==> config.mk <==
export PLATFORM = sky130hd
export DESIGN_NAME = seq_detector_param
export DESIGN_NICKNAME = d
export VERILOG_FILES = /design/src/rtl/seq_detector_param.sv
export SDC_FILE = /design/constraint.sdc
export NUM_CORES = 1
export LEC_CHECK = 0
export CAP_MARGIN = 20
export CELL_PAD_IN_SITES_DETAIL_PLACEMENT = 1
export CELL_PAD_IN_SITES_GLOBAL_PLACEMENT = 1
export CORE_MARGIN = 2
export CORE_UTILIZATION = 32
export DETAILED_ROUTE_END_ITERATION = 6
export DONT_BUFFER_PORTS = 1
export HOLD_SLACK_MARGIN = 0.1
export PLACE_DENSITY_LB_ADDON = 0.12
export RECOVER_POWER = 25
export SYNTH_ARGS = -nofsm -noshare
export SYNTH_HDL_FRONTEND = slang
export SYNTH_SLANG_ARGS = --single-unit
export TNS_END_PERCENT = 100
==> constraint.sdc <==
create_clock -name clk -period 2.22 [get_ports clk]
set_input_delay 0.222 -clock clk [delete_from_list [all_inputs] [get_ports clk]]
set_output_delay 0.222 -clock clk [all_outputs]
set_load 0.01 [all_outputs]
==> src/rtl/seq_detector_param.sv <==
// Serial pattern detector with overlapping/non-overlapping modes and a saturating match counter.
// The counter is built only when SEQ_DETECTOR_PARAM_COUNT_EN is defined; otherwise match_cnt is tied to 0.
module seq_detector_param #(
  parameter int                 PAT_LEN = 4,
  parameter logic [PAT_LEN-1:0] PATTERN = 4'b1011,
  parameter int                 CNT_W   = 8
) (
  input  logic             clk,
  input  logic             rst,
  input  logic             en,
  input  logic             x,
  input  logic             overlap,
  input  logic             clr,
  output logic             match,
  output logic [CNT_W-1:0] match_cnt,
  output logic             primed
);

  localparam int                FILL_W    = $clog2(PAT_LEN + 1);
  localparam logic [FILL_W-1:0] FILL_FULL = FILL_W'(PAT_LEN);
  localparam logic [FILL_W-1:0] FILL_LAST = FILL_W'(PAT_LEN - 1);

  logic [PAT_LEN-1:0] hist;
  logic [PAT_LEN-1:0] next_hist;
  logic [FILL_W-1:0]  fill;
  logic               hit;

  // The incoming bit completes a match only if the older PAT_LEN-1 bits are all valid.
  always_comb begin
    next_hist = {hist[PAT_LEN-2:0], x};
    hit       = en && !clr && (next_hist == PATTERN) && (fill >= FILL_LAST);
  end

  // History, fill and match pulse; a non-overlapping hit restarts fill so no matched bit is reused.
  always_ff @(posedge clk or posedge rst) begin
    if (rst) begin
      hist  <= {PAT_LEN{1'b0}};
      fill  <= {FILL_W{1'b0}};
      match <= 1'b0;
    end else if (clr) begin
      hist  <= {PAT_LEN{1'b0}};
      fill  <= {FILL_W{1'b0}};
      match <= 1'b0;
    end else if (en) begin
      hist  <= next_hist;
      match <= hit;
      if (hit && !overlap) begin
        fill <= {FILL_W{1'b0}};
      end else if (fill != FILL_FULL) begin
        fill <= fill + FILL_W'(1);
      end else begin
        fill <= fill;
      end
    end else begin
      match <= 1'b0;
    end
  end

  assign primed = (fill == FILL_FULL);

`ifdef SEQ_DETECTOR_PARAM_COUNT_EN
  logic [CNT_W-1:0] cnt;

  // Saturating count of hits; holds at all-ones instead of wrapping.
  always_ff @(posedge clk or posedge rst) begin
    if (rst) begin
      cnt <= {CNT_W{1'b0}};
    end else if (clr) begin
      cnt <= {CNT_W{1'b0}};
    end else if (hit && (cnt != {CNT_W{1'b1}})) begin
      cnt <= cnt + CNT_W'(1);
    end else begin
      cnt <= cnt;
    end
  end

  assign match_cnt = cnt;
`else
  assign match_cnt = {CNT_W{1'b0}};
`endif

endmodule

==> key figures <==
Yosys
  – Asr flop ratio synth: 1.00
  – Synth warn: 0
  – Largest cells by area after synthesis: dfrtp_1, buf_4, ha_1
  – XOR/XNOR Fraction of Synth Area: 0
  – Synth area leader: dfrtp_1
  – Commonest cells post-synth: buf_4, dfrtp_1, inv_1
  – Synth Register Bits: 7
  – Syn_area_per_cell: 9.96 um^2
  – Post-synth EDFFs: 0
  – Netlist cell types: 18
  – Synth top area share: 0.366
  – Mux contribution to synthesized area: 0.0419
  – Main combinational cell family by area after synthesis: buffers and inverters
  – Mapped Area: 478 um^2
  – Compound-Gate Fraction of Synth Area: 0.154
  – Area share of fa/ha/maj cells after synthesis: 0.0785
  – Synth Area in Simple Gates: 0.162
  – Most common cell in the netlist: buf_4
  – Sequential share of the synthesized area: 0.366
  – Post-Synthesis Cells: 48
  – Post-synth top flop: dfrtp_1

STA
  – Fin. Hold Viols: 0
  – Unrepaired setup endpoints after global routing: no
  – Skew final: 0.00376 ns
  – Max frequency: 578 MHz
  – Fin crit period: 1.73 ns
  – Final Max Tran Viols: 0
  – Setup TNS: 0 ns
  – Endpoints failing setup: 0
  – Crit share post-route: 0.779
  – Worst setup margin: 0.490 ns

Setup path
  – CP startpoint kind: flip-flop
  – CP arrival: 1.93 ns
  – CP Max Fanout: 5
  – FF-to-FF setup slack: 0.49 ns
  – CP Class: reg2reg
  – Crit end category: flip-flop
  – Worst path required time: 2.42 ns

Routing
  – Initial drt markers: 6
  – Routed len/inst: 13.7 um
  – Vias/cell: 4.72
  – DRC: 0
  – First-pass DRT Iterations: 4
  – DR vias: 321
  – Remaining antenna violation count after routing: 0
  – DRT Wirelength: 933 um

Outcome
  – Status: complete, no violations

Pwr
  – Power Density: 645 nW/um^2
  – Leakage power: 0.263 nW
  – Total net switching power: 0.100 mW
  – Pint: 0.230 mW
  – VDD IR max: 297 uV
  – Flop pwr share: 0.442
  – Comb pwr share: 0.182
  – Clock network fraction of total power: 0.377
  – Sw Ratio: 0.304

Global routing
  – Vias in the first global route: 315
  – Initial antenna violation count: 0
  – Largest net degree at the start of global routing: 10
  – First-pass GRT wire length: 1550 um
  – Overall routing resource usage: 0.118
  – Total gr overflow: 0

Floorplan
  – Die height: 42.6 um
  – # IOs: 16
  – Row count: 13
  – Core Footprint: 1350 um^2
  – Horiz. Die Dim: 42.6 um
  – Starting density of the core: 0.354
  – Die area: 1820 um^2

Clock network
  – Clk pin slew, worst setup/hold paths: 0.06 ns
  – Num CTS Buffers: 3
  – Post CTS Setup Buffer Count: 0
  – Clk sink count: 7
  – CTS H-Tree Depth: 1
  – Root Driver: clkbuf_4
  – CTS tree: yes
  – CTS Buffer Depth: 2
  – Clock Latency Late Sink: 0.26 ns

Run
  – Total of max-cap violations: 0

Cells and area
  – Layout area overhead: 7.07%
  – Fillers: 161
  – Share of cells above drive strength 1: 0.0943
  – Ant. Diodes: 0
  – Nets@finish: 63

Placement
  – Pre-CTS setup slack: 0.478 ns
  – Routability cong.: 0.681
  – Detail Placement HPWL: 716 um
  – # port buffers: 0

Hold path
  – Worst Hold Class: in2reg
cell usage in the layout, fill, tap and decap left out, drive strengths merged, types with 3 or more instances in the layout:
| cell type | count |
|---|---|
| dfrtp | 7 |
| inv | 6 |
| conb | 8 |
| dlygate4sd3 | 3 |
| nand2 | 4 |
| clkbuf | 4 |
| ha | 3 |
area by class of cell:
cell class | instances | area (um^2) | area share
Multi-Input combinational cell | 33 | 239 | 0.467
Inverter | 6 | 22.5 | 0.0440
Timing Repair Buffer | 3 | 30.0 | 0.0587
Clock buffer | 4 | 26.3 | 0.0513
Tap cell | 15 | 18.8 | 0.0367
Sequential cell | 7 | 175 | 0.342
kinds of logic (layout without fill, tap and decap cells):
group / Yosys count / count (layout)
buffers and inverters: 15 / 13
and+or+nand+nor: 12 / 12
AOI/OAI and AO/OA: 8 / 8
DFF: 7 / 7
adders and majority gates: 3 / 3
muxes: 2 / 2
other: 1 / 8
stage by stage:
stage / instances / hold WS (ns) / power, mW / utilization / cell area, um^2
finish: 68 / 0.127 / 0.330 / 0.379 / 512
global route: 68 / 0.129 / 0.353 / 0.379 / 512
CTS: 68 / 0.127 / 0.335 / 0.379 / 512
detailed placement: 61 / 0.0716 / 0.203 / 0.337 / 455
global placement: 61 / 0.0634 / 0.199 / 0.337 / 455
floorplan: 55 / 0.0254 / 0.204 / - / 504
per-layer routing:
metal / share of wire / global-route usage / vias to the layer above
li1: - / - / 152
met1: 0.44 / 0.150 / 152
met2: 0.48 / 0.176 / 13
met3: 0.056 / 0.0302 / 4
met4: 0.017 / 0.0750 / 0
met5: 0 / 0 / -
worst paths after layout:
check | start | to | cells past startpoint
setup / recovery | fill[0]$_DFFE_PP0P_ | fill[0]$_DFFE_PP0P_ | 6
hold / removal | en | fill[1]$_DFFE_PP0P_ | 2
setup reg to reg | fill[0]$_DFFE_PP0P_ | fill[0]$_DFFE_PP0P_ | 6
hold reg to reg | hist[0]$_DFFE_PP0P_ | hist[0]$_DFFE_PP0P_ | 2
max in group asynchronous | rst | fill[2]$_DFFE_PP0P_ | 2
min in group asynchronous | rst | fill[1]$_DFFE_PP0P_ | 2
flip-flops by register name, indices dropped and copies added (netlist names):
signal and flops:
fill 3, match 1, hist 3
power groups by stage:
| stage | sequential (mW) | clock, mW | combinational, mW |
|---|---|---|---|
| after global placement | 0.147 | 0 | 0.0522 |
| after floorplan | 0.145 | 0 | 0.0590 |
| after global routing | 0.147 | 0.136 | 0.0693 |
| after detailed placement | 0.148 | 0 | 0.0551 |
| final | 0.146 | 0.124 | 0.0599 |
| after CTS | 0.146 | 0.128 | 0.0611 |
worst max-delay path, stage by stage, from the launching register on:
cell and delay (ns):
dfrtp_1 0.42, ha_1 0.22, ha_1 0.17, a211oi_1 0.43, o41ai_4 0.14, nor3_1 0.19
a21o_1 0.11
timing repair:
| item | in CTS | in global routing |
|---|---|---|
| gates resized for setup | 0 | 0 |
| hold buffers | 3 | 0 |
| hold endpoints to repair | 11 | 0 |
| setup endpoints to repair | 0 | 0 |
(Power assumes the default switching activity.)
